`config.mk`:
```
export PLATFORM = sky130hd
export DESIGN_NAME = mem_arbiter
export DESIGN_NICKNAME = d
export VERILOG_FILES = /design/src/rtl/mem_arbiter.sv
export SDC_FILE = /design/constraint.sdc
export NUM_CORES = 1
export LEC_CHECK = 0
export ABC_AREA = 1
export BUFFER_PORTS_ARGS = -buffer_cell sky130_fd_sc_hd__buf_2
export CORE_AREA = 2 2 118 120
export DETAILED_ROUTE_END_ITERATION = 12
export DIE_AREA = 0 0 120 122
export SLEW_MARGIN = 20
export SYNTH_ARGS = -nofsm -noshare
export SYNTH_HDL_FRONTEND = slang
export SYNTH_SLANG_ARGS = --single-unit
```
`constraint.sdc`:
```
create_clock -name clk -period 1.7 [get_ports clk]
set_clock_uncertainty 0.15 [all_clocks]
set_input_delay 0.34 -clock clk [delete_from_list [all_inputs] [get_ports clk]]
set_output_delay 0.34 -clock clk [all_outputs]
set_load 0.02 [all_outputs]
```
`src/rtl/mem_arbiter.sv`:
```
// Arbitrates the single-port data memory between the MEM-stage core port and the
// debug/DMA loader port, sequencing fixed-latency reads and single-cycle writes.
module mem_arbiter #(
  parameter int ADDR_W     = 32,
  parameter int DATA_W     = 32,
  parameter int MEM_LAT    = 1,
  parameter int STARVE_MAX = 4
) (
  input  logic              clk,
  input  logic              reset,
  input  logic              core_req,
  input  logic              core_we,
  input  logic [ADDR_W-1:0] core_addr,
  input  logic [DATA_W-1:0] core_wdata,
  output logic              core_stall,
  output logic [DATA_W-1:0] core_rdata,
  output logic              core_rvalid,
  input  logic              dbg_req,
  input  logic              dbg_we,
  input  logic [ADDR_W-1:0] dbg_addr,
  input  logic [DATA_W-1:0] dbg_wdata,
  output logic              dbg_gnt,
  output logic [DATA_W-1:0] dbg_rdata,
  output logic              dbg_rvalid,
  output logic              mem_en,
  output logic              mem_we,
  output logic [ADDR_W-1:0] mem_addr,
  output logic [DATA_W-1:0] mem_wdata,
  input  logic [DATA_W-1:0] mem_rdata,
  output logic              busy
);

  localparam int SW = (STARVE_MAX < 1) ? 1 : $clog2(STARVE_MAX + 1);

  typedef enum logic {IDLE, RD_WAIT} state_t;

  state_t        state;
  logic [2:0]    lat_cnt;
  logic [SW-1:0] starve_cnt;
  logic          owner_dbg;

  logic idle;
  logic core_elig;
  logic dbg_elig;
  logic starved;
  logic core_win;
  logic dbg_win;

  // Core is ineligible in its own completion cycle so a held request is not re-issued.
  assign idle      = (state == IDLE);
  assign core_elig = ~reset & idle & core_req & ~core_rvalid;
  assign dbg_elig  = ~reset & idle & dbg_req;
  assign starved   = (starve_cnt >= SW'(STARVE_MAX));
  assign dbg_win   = dbg_elig & (~core_elig | starved);
  assign core_win  = core_elig & ~dbg_win;

  assign mem_en    = core_win | dbg_win;
  assign mem_we    = (core_win & core_we) | (dbg_win & dbg_we);
  assign mem_addr  = dbg_win ? dbg_addr : core_addr;
  assign mem_wdata = dbg_win ? dbg_wdata : core_wdata;
  assign dbg_gnt   = dbg_win;
  assign busy      = ~idle;

  // A granted core write completes immediately, so it never stalls in its grant cycle.
  assign core_stall = ~reset & core_req & ~core_rvalid & ~(core_win & core_we);

  always_ff @(posedge clk) begin
    if (reset) begin
      state       <= IDLE;
      lat_cnt     <= '0;
      starve_cnt  <= '0;
      owner_dbg   <= 1'b0;
      core_rvalid <= 1'b0;
      dbg_rvalid  <= 1'b0;
      core_rdata  <= '0;
      dbg_rdata   <= '0;
    end else begin
      core_rvalid <= 1'b0;
      dbg_rvalid  <= 1'b0;
      case (state)
        IDLE: begin
          if (dbg_win) begin
            starve_cnt <= '0;
          end else if (dbg_req && !starved) begin
            starve_cnt <= starve_cnt + 1'b1;
          end
          if (mem_en && !mem_we) begin
            owner_dbg <= dbg_win;
            lat_cnt   <= 3'd1;
            state     <= RD_WAIT;
          end
        end
        RD_WAIT: begin
          if (lat_cnt == 3'(MEM_LAT)) begin
            if (owner_dbg) begin
              dbg_rdata  <= mem_rdata;
              dbg_rvalid <= 1'b1;
            end else begin
              core_rdata  <= mem_rdata;
              core_rvalid <= 1'b1;
            end
            lat_cnt <= '0;
            state   <= IDLE;
          end else begin
            lat_cnt <= lat_cnt + 1'b1;
          end
        end
      endcase
    end
  end

endmodule

```
==> impl_metrics.tcl, run 1 <==
set metrics [dict create \
    final_hold_viol_count 0 \
    cts_root_buffer "clkbuf_16" \
    synth_warnings 0 \
    initial_core_util_pct 26.8 \
    clockBufferDepth 2 \
    ys_types 26 \
    die_area_sq_um 14600 \
    crit_start "core_rvalid" \
    critical-path-max-stage-delay_ns 0.31 \
    fmax_mhz 471 \
    place.gp.congestion 0.881 \
    yosys.area.top_type "dfxtp_1" \
    r2r_start "core_rvalid" \
    seq_area_frac_synth_pct 40.9 \
    cts_tree "yes" \
    yosysTopAreaCellShare_pct 40.9 \
    synth_area_sq_um 3620 \
    hold_start "mem_rdata[8]" \
    powerDensity_nw_per_um2 793 \
    fp.dieH_um 122 \
    synth-seq-cells 74 \
    gr-usage-all-layers_pct 19.9 \
    synthCells 549 \
    critPathRequiredTime_ns 1.21 \
    worstPathArrival_ns 1.64 \
    wl_per_cell_um 15.2 \
    cp-start-kind "register" \
    insertion_delay_ns 0.33 \
    die_x_um 120 \
    cp_cell_sequence "nand3b_1 > nand2_4 > buf_12 > buf_12 > nand2_2 > nand2_2 > buf_6" \
    grt_max_degree 67 \
    ant_nets 0 \
    crit_fanout 10 \
    firstDrtPassIters 4 \
    dpl_cell_area_sq_um 5510 \
    finalWorstSetupSlack_ns -0.425 \
    grt_pass1_vias 4382 \
    slew_headroom_pct 64.3 \
    drive_gt1_share_pct 55.5 \
    syn-num-nets 716 \
    fin_nets 1037 \
    crit_family "simple AND/OR/NAND/NOR gates" \
    hpwl_um 11600 \
    coreArea_sq_um 13500 \
    drc 0 \
    fin_area_sq_um 6630 \
    cts.clk_slew.worst_paths_ns 0.06 \
    dp_slack_ns -0.291 \
    wl_um 16100 \
    postSynthAreaPerCell_sq_um 6.59 \
    fin_crit_sh_pct 125 \
    io_buffers 300 \
    antenna_found_initial 2 \
    setup_violations 68 \
    cp-end-kind "output port" \
    std_cell_rows 43 \
    numCtsBuffers 9 \
    hold_class "in -> reg" \
    period_minus_slack_ns 2.13 \
    tightestPinTransition_ns 0.535 \
    critical_path.slowest_cell "dfxtp_2" \
    vias 4687 \
    synthTopCellsByArea "dfxtp_1 (41%), nand2_1 (21%), nor2_1 (11%)" \
    rsz0062_at_grt "yes" \
    drt_iter0_drc 181 \
    cts.sinks 74 \
    overflow 0 \
    p_leak_uw 0.00350 \
    grt_pass1_wl_um 22500 \
    path_class "reg -> out" \
    violations "negative setup slack" \
    viasPerCell 4.44 \
    syn_to_final_growth_pct 83.3 \
    htreeDepth 3 \
    status "finished, violations left" \
    peakVddDrop_uv 575 \
    crit_buf_inv 3 \
    io_pins 301 \
    setup_tns_ns -24.92 \
    slew_violations 0 \
    cap_viol_max_count 0 \
    whs_ns 0.0961 \
]
==> final timing paths <==
kind | endpoint | slack [ns] | cells past startpoint
worst max-delay path | mem_addr[29] | -0.43 | 7
worst min-delay path | core_rdata[8] | 0.1 | 3
worst max register to register | lat_cnt[0] | 0.01 | 10
worst min register to register | dbg_rdata[16] | 0.32 | 2
==> per-layer routing <==
layer	GRT usage, %	wire, um
met1	22.8	6380
met2	32.4	7420
met3	6.74	1630
met4	11.5	648
met5	0	16
==> tightest hold or removal path, stage by stage <==
cell    delay [ns]
buf_2         0.09
nor2_2        0.04
nor2_1        0.08
==> Yosys cell counts <==
| cell | instances |
|---|---|
| nand2_1 | 202 |
| nor2_1 | 109 |
| dfxtp_1 | 74 |
| o21ai_0 | 58 |
| nor2_2 | 24 |
| buf_2 | 12 |
| buf_6 | 11 |
| clkbuf_1 | 11 |
| o21ai_1 | 8 |
| inv_1 | 7 |
| nand3_1 | 7 |
| a21oi_1 | 6 |
| inv_2 | 3 |
| a211oi_1 | 2 |
| and3_1 | 2 |
| nand2_2 | 2 |
| nand3b_1 | 2 |
| ha_1 | 1 |
| inv_4 | 1 |
| nand2_4 | 1 |
| nand3_2 | 1 |
| nor2_4 | 1 |
| nor2_8 | 1 |
| nor3b_4 | 1 |
| xnor2_1 | 1 |
| xor2_1 | 1 |
==> logic make-up after synthesis <==
kind of cell | synth area share, %
AO/OA/AOI/OAI | 10.4
XOR/XNOR | 0.484
adder cells (fa/ha/maj) | 0.346
buffers and inverters | 7.43
flip-flops | 40.9
AND/OR/NAND/NOR | 40.4
==> through the flow <==
step	util, %	instances	total power, uW
3_5_place_dp	40.8	1024	3100
6_report	49.1	1056	5260
4_1_cts	46.0	1048	5160
5_1_grt	49.1	1056	5500
3_3_place_gp	40.8	1024	3100
2_1_floorplan	-	549	2560
==> placed cells by master (no fill, tap or decap), types with 2 or more instances in the layout <==
master	synthesis	final
a211oi_1	2	2
a21oi_1	6	4
a21oi_2	0	2
buf_12	0	5
buf_2	12	234
buf_4	0	44
buf_6	11	53
buf_8	0	4
clkbuf_16	0	13
clkinv_2	0	3
clkinvlp_4	0	2
dfxtp_1	74	71
dfxtp_2	0	2
inv_1	7	6
inv_2	3	2
inv_6	0	2
nand2_1	202	125
nand2_2	2	64
nand2_4	1	16
nand3_1	7	4
nand3_2	1	2
nand3_4	0	2
nand3b_1	2	2
nor2_1	109	107
nor2_2	24	24
nor2_4	1	3
o21ai_0	58	58
o21ai_1	8	6
==> registers in the layout, summed over array words and instances, names as in the netlist <==
| name | cells |
|---|---|
| owner_dbg | 1 |
| core_rvalid | 1 |
| busy | 1 |
| lat_cnt | 3 |
| dbg_rdata | 32 |
| starve_cnt | 3 |
| core_rdata | 32 |
| dbg_rvalid | 1 |
==> what timing repair did <==
item,4_1_cts,5_1_grt
endpoints found under the setup margin,70,78
hold endpoints to repair,0,0
gates cloned,1,5
pin swaps,6,11
setup buffers,7,3
resized for setup,113,89
hold buffers,0,0
==> area by class of cell <==
type	instances	area, sq um
fill	1373	6870
timing repair buffer	344	2360
multi-input combinational	430	2210
sequential	74	1490
clock buffer	9	225
tap	180	225
clock inverter	7	68.8
inverter	11	56.3
antenna	1	2.50
==> where the power goes <==
part           switching (uW)  internal [uW]  total (uW)  leakage (uW)
Combinational             853            687        1540       0.00276
Sequential               38.8           1810        1850      0.000601
Clock                     741           1130        1870      0.000142
Note: power is estimated with default switching activity, not from simulation.
==> run 2: changes to the inputs <==
--- a/config.mk
+++ b/config.mk
@@ -7,9 +7,13 @@
 export LEC_CHECK = 0
 export ABC_AREA = 1
 export BUFFER_PORTS_ARGS = -buffer_cell sky130_fd_sc_hd__buf_2
-export CORE_AREA = 2 2 118 120
+export CELL_PAD_IN_SITES_DETAIL_PLACEMENT = 0
+export CELL_PAD_IN_SITES_GLOBAL_PLACEMENT = 1
+export CORE_ASPECT_RATIO = 0.75
+export CORE_MARGIN = 2
+export CORE_UTILIZATION = 22
 export DETAILED_ROUTE_END_ITERATION = 12
-export DIE_AREA = 0 0 120 122
+export PLACE_DENSITY_LB_ADDON = 0.1
 export SLEW_MARGIN = 20
 export SYNTH_ARGS = -nofsm -noshare
 export SYNTH_HDL_FRONTEND = slang
==> impl_metrics.tcl, run 2 (synthesized netlist as in run 1, its figures left out) <==
set metrics [dict create \
    viasPerCell 4.16 \
    wl_per_cell_um 13.1 \
    hold_class "in -> reg" \
    htreeDepth 3 \
    rsz0062_at_grt "yes" \
    crit_fanout 52 \
    status "finished, violations left" \
    syn_to_final_growth_pct 70.3 \
    vias 4448 \
    fill_cells 1747 \
    coreArea_sq_um 16100 \
    p_leak_uw 0.00330 \
    critical_path.slowest_cell "dfxtp_1" \
    antenna_found_initial 0 \
    wl_um 14000 \
    io_pins 301 \
    setup_tns_ns -22.62 \
    cap_viol_max_count 0 \
    std_cell_rows 40 \
    antenna-diode-count 0 \
    fp.dieH_um 115 \
    cts_hold_buf 0 \
    initial_core_util_pct 22.5 \
    peakVddDrop_uv 467 \
    drc 0 \
    finalWorstSetupSlack_ns -0.400 \
    critPathRequiredTime_ns 1.21 \
    period_minus_slack_ns 2.10 \
    r2r_start "core_rvalid" \
    ant_nets 0 \
    dpl_cell_area_sq_um 5490 \
    reg2reg_setup_slack_ns 0.11 \
    final_common_cell "buf_2" \
    insertion_delay_ns 0.32 \
    slew_headroom_pct 61.6 \
    whs_path_depth 3 \
    final_hold_viol_count 0 \
    worstPathArrival_ns 1.61 \
    die_x_um 152 \
    final_util_pct 38.4 \
    firstDrtPassIters 6 \
    fin_area_sq_um 6160 \
    place.gp.congestion 0.804 \
    critical-path-max-stage-delay_ns 0.31 \
    fin_nets 1020 \
    grt_pass1_wl_um 22000 \
    ff2ff_path_depth 8 \
    violations "negative setup slack" \
    cts.clk_slew.worst_paths_ns 0.06 \
    hpwl_um 10500 \
    slew_violations 0 \
    cp-end-kind "output port" \
    layout_common_cells "buf_2 (246), nand2_1 (155), nor2_1 (107)" \
    fmax_mhz 476 \
    drive_gt1_share_pct 50.5 \
    overflow 0 \
    die_area_sq_um 17500 \
    dp_slack_ns -0.348 \
    cp_cell_sequence "nand3b_1 > nand2_4 > buf_12 > nand2_1 > nand2_2 > buf_2" \
    tightestPinTransition_ns 0.576 \
    gr-usage-all-layers_pct 15.7 \
    io_buffers 300 \
    min_to "core_rdata[17]" \
    setup_violations 68 \
    cp-start-kind "register" \
    grt_pass1_vias 4269 \
    cts_root_buffer "clkbuf_16" \
    reg_top3 "core_rdata: 32 flops, dbg_rdata: 32 flops" \
    cts_tree "yes" \
    cts.sinks 74 \
    grt_max_degree 66 \
    drt_iter0_drc 152 \
    powerDensity_nw_per_um2 824 \
    hold_start "mem_rdata[17]" \
    path_class "reg -> out" \
    r2r_end "busy" \
    fin_crit_sh_pct 124 \
    numCtsBuffers 9 \
    clockBufferDepth 2 \
]
-- run 2: cell count changes in the layout (fill, tap and decap cells not counted), sizes merged --
cell	before	now
diode	1	0
clkbuf	13	10
buf	340	327
clkinv	3	2
-- run 2: worst max-delay path, delay by kind of cell (launching register included) --
family / cells / cell delay, ns
buf+inv: 2 / 0.39
flops: 1 / 0.31
simple gates: 4 / 0.54
-- run 2: cell type report --
type	count	area [sq um]	share of cell area [%]
repair buffers	327	2030	32.9
multi-input cells	430	2030	32.9
flip-flops and latches	74	1490	24.1
well taps	210	263	4.26
inverters	11	56.3	0.913
clock buffers	10	239	3.88
clock inverters	6	65.1	1.06
-- run 2: repair_timing --
action                     CTS  global route
gates resized for setup     92            12
pin swaps                    0             2
setup buffers                1             1
setup endpoints to repair   68            73
gates cloned                 2             0
-- run 2: report_power, final --
group          internal, uW  switching (uW)  total, uW
Clock                  1180             730       1910
Sequential             1810            40.2       1850
Combinational           576             745       1320
-- run 2: worst max path at each step --
stage | from | cells past startpoint | to | slack (ns)
CTS | core_rvalid | 6 | mem_wdata[7] | -0.40
floorplan | busy | 9 | mem_addr[14] | 0.009
detailed placement | core_req | 7 | mem_addr[30] | -0.35
finish | core_rvalid | 6 | mem_wdata[7] | -0.40
global route | starve_cnt[2] | 7 | mem_wdata[7] | -0.50
global placement | core_req | 7 | mem_addr[29] | -0.33
-- run 2: layer usage --
layer / up-vias / global-route usage (%) / wire [um]
li1: 2322 / - / -
met1: 1966 / 19.7 / 6380
met2: 153 / 26.7 / 6650
met3: 7 / 5.50 / 931
met4: 0 / 2.55 / 74
met5: - / 0 / 0
-- run 2: per-stage QoR --
| step | total power, uW | cells | hold slack, ns |
|---|---|---|---|
| floorplan | 2560 | 549 | 0.294 |
| global placement | 3050 | 1048 | 0.306 |
| detailed placement | 3060 | 1048 | 0.317 |
| CTS | 5140 | 1067 | 0.0914 |
| global route | 5350 | 1068 | 0.0982 |
| finish | 5080 | 1068 | 0.106 |
